===== src/rtl/pipe_stall_ctrl.sv =====
// Stall/flush sequencer for the 5-stage pipeline: arbitrates data-memory wait,
// the multi-cycle mult/div handshake, EX branch flush and ID load-use hazard.
// Control outputs are combinational from state and current inputs.
module pipe_stall_ctrl #(
    parameter int unsigned CNT_W      = 16,
    parameter int unsigned MD_TIMEOUT = 64
) (
    input  logic             clk,
    input  logic             reset,
    input  logic             id_ex_mem_read,
    input  logic [4:0]       id_ex_rt,
    input  logic [4:0]       if_id_rs,
    input  logic [4:0]       if_id_rt,
    input  logic             if_id_uses_rt,
    input  logic             ex_branch_taken,
    input  logic             ex_md_start,
    input  logic             md_done,
    input  logic             mem_req,
    input  logic             mem_ready,
    output logic             pc_write,
    output logic             ifid_write,
    output logic             ifid_flush,
    output logic             idex_bubble,
    output logic             pipe_hold_ex,
    output logic             md_go,
    output logic             md_err,
    output logic [CNT_W-1:0] stall_count,
    output logic [CNT_W-1:0] flush_count
);

    localparam int unsigned      TO_W    = $clog2(MD_TIMEOUT);
    localparam logic [TO_W-1:0]  TO_LAST = TO_W'(MD_TIMEOUT - 1);
    localparam logic [CNT_W-1:0] CNT_MAX = '1;

    typedef enum logic [0:0] {StRun, StMdWait} state_e;

    state_e            state_q, state_d;
    logic [TO_W-1:0]   tcnt_q, tcnt_d;
    logic              md_err_q, md_err_d;
    logic [CNT_W-1:0]  stall_count_q, flush_count_q;
    logic              load_use;
    logic              mem_stall;

    // Register zero is hardwired, so a load to it never creates a hazard.
    assign load_use = id_ex_mem_read && (id_ex_rt != 5'd0) &&
                      ((id_ex_rt == if_id_rs) || (if_id_uses_rt && (id_ex_rt == if_id_rt)));
    assign mem_stall = mem_req && !mem_ready;

    assign md_err      = md_err_q;
    assign stall_count = stall_count_q;
    assign flush_count = flush_count_q;

    // Prioritised control decode and next-state/timeout logic.
    always_comb begin
        pc_write     = 1'b1;
        ifid_write   = 1'b1;
        ifid_flush   = 1'b0;
        idex_bubble  = 1'b0;
        pipe_hold_ex = 1'b0;
        md_go        = 1'b0;
        state_d      = state_q;
        tcnt_d       = tcnt_q;
        md_err_d     = md_err_q;
        if (!reset) begin
            pc_write    = 1'b0;
            ifid_write  = 1'b0;
            idex_bubble = 1'b1;
        end else begin
            unique case (state_q)
                StRun: begin
                    if (mem_stall) begin
                        // Branch and md start stay frozen in EX and are seen again next cycle.
                        pc_write     = 1'b0;
                        ifid_write   = 1'b0;
                        pipe_hold_ex = 1'b1;
                    end else if (ex_md_start) begin
                        md_go        = 1'b1;
                        pc_write     = 1'b0;
                        ifid_write   = 1'b0;
                        pipe_hold_ex = 1'b1;
                        state_d      = StMdWait;
                        tcnt_d       = '0;
                    end else if (ex_branch_taken) begin
                        // The instruction in ID is squashed, so any load-use on it is moot.
                        ifid_flush  = 1'b1;
                        idex_bubble = 1'b1;
                    end else if (load_use) begin
                        pc_write    = 1'b0;
                        ifid_write  = 1'b0;
                        idex_bubble = 1'b1;
                    end
                end
                StMdWait: begin
                    if (mem_stall || !md_done) begin
                        pc_write     = 1'b0;
                        ifid_write   = 1'b0;
                        pipe_hold_ex = 1'b1;
                        if (tcnt_q == TO_LAST) begin
                            md_err_d = 1'b1;
                            state_d  = StRun;
                            tcnt_d   = '0;
                        end else begin
                            tcnt_d = tcnt_q + 1'b1;
                        end
                    end else begin
                        state_d = StRun;
                    end
                end
                default: state_d = StRun;
            endcase
        end
    end

    // State, timeout and saturating performance counters.
    always_ff @(posedge clk) begin
        if (!reset) begin
            state_q       <= StRun;
            tcnt_q        <= '0;
            md_err_q      <= 1'b0;
            stall_count_q <= '0;
            flush_count_q <= '0;
        end else begin
            state_q  <= state_d;
            tcnt_q   <= tcnt_d;
            md_err_q <= md_err_d;
            if (!pc_write && (stall_count_q != CNT_MAX)) begin
                stall_count_q <= stall_count_q + 1'b1;
            end
            if (ifid_flush && (flush_count_q != CNT_MAX)) begin
                flush_count_q <= flush_count_q + 1'b1;
            end
        end
    end

endmodule


===== config.mk =====
export PLATFORM = sky130hd
export DESIGN_NAME = pipe_stall_ctrl
export DESIGN_NICKNAME = d
export VERILOG_FILES = /design/src/rtl/pipe_stall_ctrl.sv
export SDC_FILE = /design/constraint.sdc
export NUM_CORES = 1
export LEC_CHECK = 0
export CAP_MARGIN = 20
export CORE_MARGIN = 2
export CORE_UTILIZATION = 25
export DETAILED_ROUTE_END_ITERATION = 12
export GPL_TIMING_DRIVEN = 0
export PLACE_DENSITY_LB_ADDON = 0.1
export SLEW_MARGIN = 15
export SYNTH_ARGS = -nofsm -noshare
export SYNTH_HDL_FRONTEND = slang
export SYNTH_SLANG_ARGS = --single-unit

===== constraint.sdc =====
create_clock -name clk -period 3.5 [get_ports clk]
set_clock_uncertainty 0.1 [all_clocks]
set_input_delay 0.875 -clock clk [delete_from_list [all_inputs] [get_ports clk]]
set_output_delay 0.875 -clock clk [all_outputs]
set_load 0.02 [all_outputs]

==> results.yml, run 1 <==
sta:
  slew_violations: 0
  timing_worst_slew_pin_value_ns: 0.989
  max_freq_ghz: 0.295
  worst_slack_ns: 0.109
  final.min_clock_period_ns: 3.39
  rsz0062_at_grt: "no"
  hold_viol: 0
  post-route-period-util_pct: 96.9
  finalSetupTns_ns: 0
  relSlewSlack_pct: 33.7
  setup_viol: 0
pwr:
  power_frac_clock_pct: 38.5
  powerDensity_nw_per_um2: 325
  pwr-share-seq_pct: 46.0
  switching_share_pct: 26.3
  vdd_drop_max_mv: 0.122
  p_leak_nw: 1.17
  finalPower_w: 0.00102
  switchingPower_w: 0.000267
  combPwrFrac_pct: 15.5
  p_int_w: 0.000749
floorplan:
  core-area_um2: 8260
  die-area_um2: 9340
  start_util_pct: 26.0
  die_h_um: 96.6
  num_rows: 33
  ios: 63
  die_x_um: 96.6
logic_synthesis:
  async_reset_ff_share_pct: 0
  synth-edff-count: 0
  syn_nets: 282
  syn_avg_cell_area_um2: 8.41
  netlist_instances: 255
  synth_cell_types: 48
  yosysSeqAreaShare_pct: 37.3
  synth-main-ff-cell: "dfxtp_1"
  ys_seq_elements: 40
  netlist_area_um2: 2140
  ys_warn_count: 0
placed_design:
  numPortBuffers: 62
  finalWeightedCongestion: 0.746
  place_ws_ns: -1.10
  placed_area_um2: 2900
  dp.cells: 422
  dp_hpwl_um: 4320
global_route:
  gr-total-overflow: 0
  antenna_found_initial: 0
  grt_usage_pct: 13.0
  grt_max_degree: 14
  grt_pass1_vias: 2024
  grt_pass1_wl_um: 10000
worst_setup_path:
  slowest_delay_ns: 0.41
  reg2reg_from: "stall_count[2]"
  crit_chain: "clkdlybuf4s50_1 -> xor2_1 -> nor3_2 -> a32oi_2 -> o31ai_4 -> inv_2 -> buf_4 -> buf_6"
  cp-end-kind: "output pin"
  critPathKind: "in2out"
  reg2reg_depth: 8
  critPathArrivalTime_ns: 2.42
  worstPathRequired_ns: 2.52
  critPathLaunchType: "primary input"
  slowest_stage: "clkdlybuf4s50_1"
  crit_fanout: 5
  r2r_slack_ns: 0.72
  r2r_end: "stall_count[1]"
hold_path:
  hold_path_class: "reg2reg"
  hold_depth: 2
  min_from: "md_err"
  whs_endpoint: "md_err"
flow_run:
  drv_cap: 0
detailed_routing:
  drtAntennaViolNets: 0
  drt-pass1-iter-count: 4
  routed_via_density: 4.92
  vias: 2139
  first_iter_violations: 91
  route.detailed.drc: 0
  wl_um: 6090
  wl_per_cell_um: 14.0
layout:
  fin_area_um2: 3120
  antennaDiodeCount: 0
  synthToLayoutAreaGrowth_pct: 45.6
  fin_nets: 356
  final_cells: 435
  drive_gt1_share_pct: 10.6
clock_tree:
  cts_tree: "built"
  clkLatencyLatePin_ns: 0.30
  clock-sinks: 40
  cts_made_buffers: 5
  cts_root_buffer: "clkbuf_8"
  ctsLongestPathBuffers: 2
  postCtsHoldBufs: 0
  htree_num_levels: 2
  clk_pin_slew_ns: 0.08
status:
  status: "finished clean"
## synth_stat cells (all sizes together), types with 2 or more instances
master / count / share of area [%]
o21ai: 10 / 2.3
and4: 4 / 1.6
nor2: 22 / 3.9
and3: 11 / 3.2
nand4: 9 / 2.6
xor2: 18 / 7.4
dfxtp: 40 / 37
buf: 5 / 1.6
xnor2: 3 / 1.2
nand2b: 3 / 0.88
or3: 5 / 1.5
a21oi: 19 / 4.4
mux2i: 5 / 2.3
a22oi: 2 / 0.70
o21a: 2 / 0.70
nand3: 17 / 4.0
nor3: 4 / 0.93
o31ai: 10 / 4.1
nor4: 2 / 0.88
nand2: 16 / 2.8
ha: 3 / 1.8
clkbuf: 7 / 1.2
or4: 10 / 3.5
inv: 3 / 0.53
nor2b: 4 / 1.2
and2: 5 / 1.5
## placed cells by master (no fill, tap or decap), drive strengths merged, types with 3 or more instances in the layout
cell type,synthesis,layout
clkdlybuf4s15,0,3
xnor2,3,3
nor3,4,4
or4,10,10
nand2b,3,3
and4,4,4
dfxtp,40,40
and2,5,5
o31ai,10,10
clkdlybuf4s50,0,43
xor2,18,18
mux2i,5,5
dlygate4sd2,0,10
or3,5,5
nor2b,4,4
ha,3,3
dlymetal6s2s,0,4
clkbuf,7,12
nand2,16,16
nand3,17,17
and3,11,11
buf,5,11
nor2,22,22
a21oi,19,19
o21ai,10,10
inv,3,3
nand4,9,9
## flip-flops by register name (all words and copies together), names as in the netlist
name	flops
tcnt_q	6
state_q	1
flush_count	16
stall_count	16
md_err	1
## stage by stage
stage               utilization, %  hold slack, ns
floorplan                        -           0.354
global placement              35.1           0.377
detailed placement            35.1           0.373
CTS                           37.6           0.396
global route                  37.8           0.424
finish                        37.8           0.396
## power by group through the flow
stage	clock, W	sequential [W]	combinational, W
after global routing	0.000426	0.000469	0.000173
after CTS	0.000401	0.000468	0.000162
final	0.000391	0.000467	0.000158
after floorplan	0	0.000483	0.0000677
after global placement	0	0.000478	0.000142
after detailed placement	0	0.000478	0.000143
## how the worst max path moves through the flow
| stage | from | endpoint | slack, ns | depth (start not counted) |
|---|---|---|---|---|
| floorplan | id_ex_rt[1] | pc_write | 0.13 | 7 |
| global placement | id_ex_rt[1] | pc_write | -1.10 | 9 |
| detailed placement | id_ex_rt[1] | pc_write | -1.10 | 9 |
| CTS | if_id_rt[1] | pc_write | -0.04 | 9 |
| global route | if_id_rs[2] | idex_bubble | 0.006 | 8 |
| finish | if_id_rs[2] | pc_write | 0.11 | 8 |
## critical path: cells and delay by family
family	cells	cell delay (ns)
buf+inv	4	0.81
xor+xnor	1	0.16
simple gates	1	0.20
compound gates	2	0.36
## kinds of logic (layout without fill, tap and decap cells)
kind of cell	count (synthesis)	count (layout)	share of synthesized area, %
AND/OR/NAND/NOR	117	117	30.2
adder cells (fa/ha/maj)	3	3	1.75
AO/OA/AOI/OAI	53	53	16.3
XOR/XNOR	21	21	8.58
multiplexers	5	5	2.33
flip-flops	40	40	37.3
buffers and inverters	16	91	3.50
## metal layers
layer,vias to the layer above,part of all wire (%),global-route usage (%)
li1,1094,-,-
met1,993,51,18.0
met2,47,44,20.5
met3,5,3.8,2.75
met4,0,1.0,3.90
met5,-,0,0
## repair_timing
item                       in CTS  in global routing
setup buffers                   6                  0
pin swaps                       4                  5
setup endpoints to repair       6                  4
cloned                          1                  0
resized for setup              39                 10
## cell type report
class	count	area, um2
Fill cell	870	5130
Multi-Input combinational cell	199	1310
Sequential cell	40	801
Timing Repair Buffer	69	701
Tap cell	105	131
Clock buffer	5	68.8
Buffer	10	48.8
Clock inverter	3	42.5
Inverter	4	16.3
No activity file was read; power rests on OpenSTA's default activity.
==> inputs of run 2 (changes only) <==
--- a/config.mk
+++ b/config.mk
@@ -11,6 +11,7 @@
 export DETAILED_ROUTE_END_ITERATION = 12
 export GPL_TIMING_DRIVEN = 0
 export PLACE_DENSITY_LB_ADDON = 0.1
+export SETUP_SLACK_MARGIN = 0.15
 export SLEW_MARGIN = 15
 export SYNTH_ARGS = -nofsm -noshare
 export SYNTH_HDL_FRONTEND = slang
==> constraint.sdc (replaced) <==
create_clock -name clk -period 3.31 [get_ports clk]
set_clock_uncertainty 0.1 [all_clocks]
set_input_delay 0.8275 -clock clk [delete_from_list [all_inputs] [get_ports clk]]
set_output_delay 0.8275 -clock clk [all_outputs]
set_load 0.02 [all_outputs]
==> results.yml, run 2 (synthesized netlist as in run 1, its figures left out) <==
status:
  status: "finished clean"
sta:
  worst_slack_ns: 0.143
  relSlewSlack_pct: 37.0
  finalSetupTns_ns: 0
  final.min_clock_period_ns: 3.17
  post-route-period-util_pct: 95.7
  max_freq_ghz: 0.316
  setup_viol: 0
  hold_viol: 0
  timing_worst_slew_pin_value_ns: 0.939
  rsz0062_at_grt: "yes"
  slew_violations: 0
placed_design:
  dp_hpwl_um: 4290
  place_ws_ns: -1.10
  dp.cells: 422
  numPortBuffers: 62
  finalWeightedCongestion: 0.784
  placed_area_um2: 2900
worst_setup_path:
  critPathArrivalTime_ns: 2.24
  slowest_delay_ns: 0.41
  crit_buf_inv: 5
  cp_top_family: "buffers and inverters"
  worstPathRequired_ns: 2.38
  crit_fanout: 3
  reg2reg_from: "stall_count[2]"
  startpoint: "mem_req"
  slowest_stage: "or3_4"
  cp-end-kind: "output pin"
  critPathLaunchType: "primary input"
  worst_path_most_repeated_cell: "buf_6"
  critPathKind: "in2out"
  crit_chain: "dlygate4sd2_1 -> nor2b_4 -> or3_4 -> a21oi_4 -> o31ai_4 -> inv_2 -> buf_12 -> buf_6 -> buf_6"
detailed_routing:
  routed_via_density: 4.87
  drtAntennaViolNets: 0
  drt-pass1-iter-count: 4
  route.detailed.drc: 0
  vias: 2120
  wl_um: 6000
  first_iter_violations: 54
  wl_per_cell_um: 13.8
clock_tree:
  htree_num_levels: 2
  cts_root_buffer: "clkbuf_8"
  clk_pin_slew_ns: 0.09
  ctsLongestPathBuffers: 2
  cts_tree: "built"
  clock-sinks: 40
  clkLatencyLatePin_ns: 0.30
  cts_made_buffers: 5
layout:
  n_fill_cell: 894
  fin_area_um2: 3130
  regArea_um2: 801
  antennaDiodeCount: 0
  final_common_cell: "dfxtp_1"
  drive_gt1_share_pct: 14.5
  multi_input_area_um2: 1340
  fin_nets: 356
  layout_common_cells: "40 x dfxtp_1, 35 x clkdlybuf4s50_1, 21 x nor2_1"
  finish.utilization_pct: 37.9
  synthToLayoutAreaGrowth_pct: 46.0
  final_cells: 435
pwr:
  vdd_drop_max_mv: 0.136
  p_leak_nw: 1.16
  powerDensity_nw_per_um2: 325
global_route:
  grt_pass1_wl_um: 10200
  gr-total-overflow: 0
  grt_max_degree: 14
  antenna_found_initial: 0
  grt_pass1_vias: 2072
  grt_usage_pct: 13.1
floorplan:
  die_h_um: 96.6
  start_util_pct: 26.0
  core-area_um2: 8260
  ios: 63
  num_rows: 33
  die_x_um: 96.6
  die-area_um2: 9340
hold_path:
  min_from: "tcnt_q[2]"
  hold_path_class: "reg2reg"
flow_run:
  drv_cap: 0
run 2: worst paths after layout:
| check | end | slack [ns] | cells after the start |
|---|---|---|---|
| worst min-delay path | tcnt_q[2] | 0.40 | 2 |
| worst max-delay path | pc_write | 0.14 | 9 |
| worst max register to register | stall_count[1] | 0.61 | 8 |
| worst min register to register | tcnt_q[2] | 0.40 | 2 |
run 2: layout make-up:
cell class,instances,share of cell area [%]
Multi-Input combinational cell,199,42.9
Sequential cell,40,25.6
Timing Repair Buffer,68,21.1
Tap cell,105,4.19
Clock buffer,6,2.64
Buffer,11,2.60
Inverter,4,0.519
Clock inverter,2,0.479
run 2: stage by stage:
step                      total power (W)  hold slack (ns)
after floorplan                  0.000583            0.354
after global placement           0.000657            0.378
after detailed placement         0.000657            0.367
after CTS                         0.00103            0.399
after global routing              0.00107            0.412
final                             0.00102            0.397
run 2: timing repair:
item,in CTS,in global routing
pin swaps,11,6
hold endpoints to repair,0,0
gates cloned,1,0
setup buffers,5,0
hold buffers,0,0
setup endpoints to repair,6,10
resized for setup,79,16
run 2: power breakdown:
part           switching (W)  leakage, nW  internal [W]
Combinational      0.0000883        0.796     0.0000833
Sequential        0.00000718        0.323      0.000487
Clock               0.000181       0.0434      0.000169
run 2: worst reg2reg max path, delay by kind of cell, from the launching register on:
kind	cells	cell delay, ns
DFF	1	0.45
and+or+nand+nor	3	0.75
buffers and inverters	3	1.04
AOI/OAI and AO/OA	2	0.29
run 2: metal layers:
layer | track usage (%) | up-vias | part of all wire (%)
li1 | - | 1097 | -
met1 | 17.5 | 977 | 49
met2 | 21.4 | 40 | 46
met3 | 2.82 | 6 | 3.7
met4 | 3.58 | 0 | 1.2
met5 | 0 | - | 0
==> inputs of run 3 (changes only) <==
--- a/config.mk
+++ b/config.mk
@@ -6,7 +6,7 @@
 export NUM_CORES = 1
 export LEC_CHECK = 0
 export CAP_MARGIN = 20
-export CORE_MARGIN = 2
+export CORE_MARGIN = 8
 export CORE_UTILIZATION = 25
 export DETAILED_ROUTE_END_ITERATION = 12
 export GPL_TIMING_DRIVEN = 0
==> results.yml, run 3 (synthesized netlist as in run 1, its figures left out) <==
worst_setup_path:
  cp_top_family: "buffers and inverters"
  cp.depth: 9
  slowest_delay_ns: 0.41
  reg2reg_depth: 8
  worst_path_most_repeated_cell: "buf_6"
  slowest_stage: "or3_4"
  crit_chain: "dlygate4sd2_1 -> nor2b_4 -> or3_4 -> a21oi_4 -> o31ai_4 -> inv_2 -> buf_12 -> buf_6 -> buf_6"
  critPathLaunchType: "primary input"
  r2r_slack_ns: 0.57
  critPathArrivalTime_ns: 2.25
  crit_buf_inv: 5
  cp-end-kind: "output pin"
  critPathKind: "in2out"
  crit_fanout: 3
  worstPathRequired_ns: 2.38
pwr:
  vdd_drop_max_mv: 0.133
  p_int_w: 0.000823
  combPwrFrac_pct: 16.2
  pwr-share-seq_pct: 44.7
  switchingPower_w: 0.000282
  powerDensity_nw_per_um2: 346
  p_leak_nw: 1.20
  power_frac_clock_pct: 39.0
  switching_share_pct: 25.5
sta:
  relSlewSlack_pct: 36.1
  slew_violations: 0
  final.min_clock_period_ns: 3.18
  timing_worst_slew_pin_value_ns: 0.953
  setup_viol: 0
  max_freq_ghz: 0.315
  finalSetupTns_ns: 0
  hold-worst-slack_ns: 0.396
  hold_viol: 0
  post-route-period-util_pct: 96.1
  rsz0062_at_grt: "yes"
status:
  status: "finished clean"
detailed_routing:
  dr_wl_met3_um: 331
  wl_met2_um: 2880
  routed_via_density: 4.90
  drt-pass1-iter-count: 4
  first_iter_violations: 60
  drtAntennaViolNets: 0
  wl_per_cell_um: 14.6
  route.detailed.drc: 0
  top_layer: "met4"
  wl_met1_um: 3120
  wl_um: 6410
  vias: 2145
clock_tree:
  cts_tree: "built"
  cts_made_buffers: 5
  clock-sinks: 40
  clk_pin_slew_ns: 0.09
  ctsLongestPathBuffers: 2
  clkLatencyLatePin_ns: 0.29
  postCtsHoldBufs: 0
  cts_root_buffer: "clkbuf_8"
  htree_num_levels: 2
global_route:
  grt_pass1_wl_um: 10300
  grt_pass1_vias: 2023
  gr-total-overflow: 0
  grt_max_degree: 14
  antenna_found_initial: 0
  grt_usage_pct: 10.9
placed_design:
  finalWeightedCongestion: 0.740
  numPortBuffers: 62
  dp_hpwl_um: 4630
floorplan:
  ios: 63
  die-area_um2: 11800
  die_h_um: 109
  num_rows: 33
  start_util_pct: 26.0
  die_x_um: 109
  core-area_um2: 8260
layout:
  fin_nets: 359
  antennaDiodeCount: 0
  regArea_um2: 801
  layout_common_cells: "40 x dfxtp_1, 35 x clkdlybuf4s50_1, 20 x nor2_1"
  synthToLayoutAreaGrowth_pct: 49.1
  n_fill_cell: 906
  finish.utilization_pct: 38.7
  final_common_cell: "dfxtp_1"
  multi_input_area_um2: 1350
  drive_gt1_share_pct: 15.9
hold_path:
  hold_path_class: "reg2reg"
  hold_depth: 2
flow_run:
  drv_cap: 0
-- run 3: worst paths after layout --
check,startpoint,end
hold reg to reg,tcnt_q[5],tcnt_q[5]
hold / removal,tcnt_q[5],tcnt_q[5]
setup reg to reg,stall_count[2],stall_count[1]
setup / recovery,mem_req,pc_write
-- run 3: power by group through the flow --
stage	clock network [W]	registers, W	logic (W)
floorplan	0	0.000511	0.0000725
global placement	0	0.000506	0.000152
detailed placement	0	0.000506	0.000153
CTS	0.000446	0.000495	0.000171
global route	0.000464	0.000496	0.000194
finish	0.000431	0.000494	0.000180
-- run 3: repair_timing --
action	in CTS	in global routing
cloned	1	0
pin swaps	11	9
endpoints found under the setup margin	6	6
buffers inserted	5	3
gates resized for setup	81	21
-- run 3: routing by layer --
layer / GRT usage (%) / up-vias
li1: - / 1097
met5: 0 / -
met1: 14.4 / 997
met2: 17.1 / 45
met3: 2.60 / 6
met4: 3.52 / 0
-- run 3: layout make-up --
class / instances / area share, %
multi-input cells: 199 / 42.1
well taps: 105 / 4.11
plain buffers: 11 / 2.35
inverters: 4 / 0.509
repair buffers: 71 / 22.1
clock buffers: 6 / 2.58
clock inverters: 2 / 1.21
flip-flops and latches: 40 / 25.0
-- run 3: per-stage QoR --
stage,std cells,cell area [um2],power (W),setup slack (ns)
final,438,3200,0.00111,0.131
after global routing,438,3200,0.00115,-0.0152
after CTS,435,3120,0.00111,0.0387
after detailed placement,422,2900,0.000658,-1.08
after global placement,422,2900,0.000657,-1.09
after floorplan,255,2150,0.000583,0.141
-- run 3: worst register-to-register path: cells and delay by family, from the launching register on --
family | cells | cell delay (ns)
buffers and inverters | 3 | 1.06
AND/OR/NAND/NOR | 3 | 0.77
flip-flops | 1 | 0.46
AO/OA/AOI/OAI | 2 | 0.30
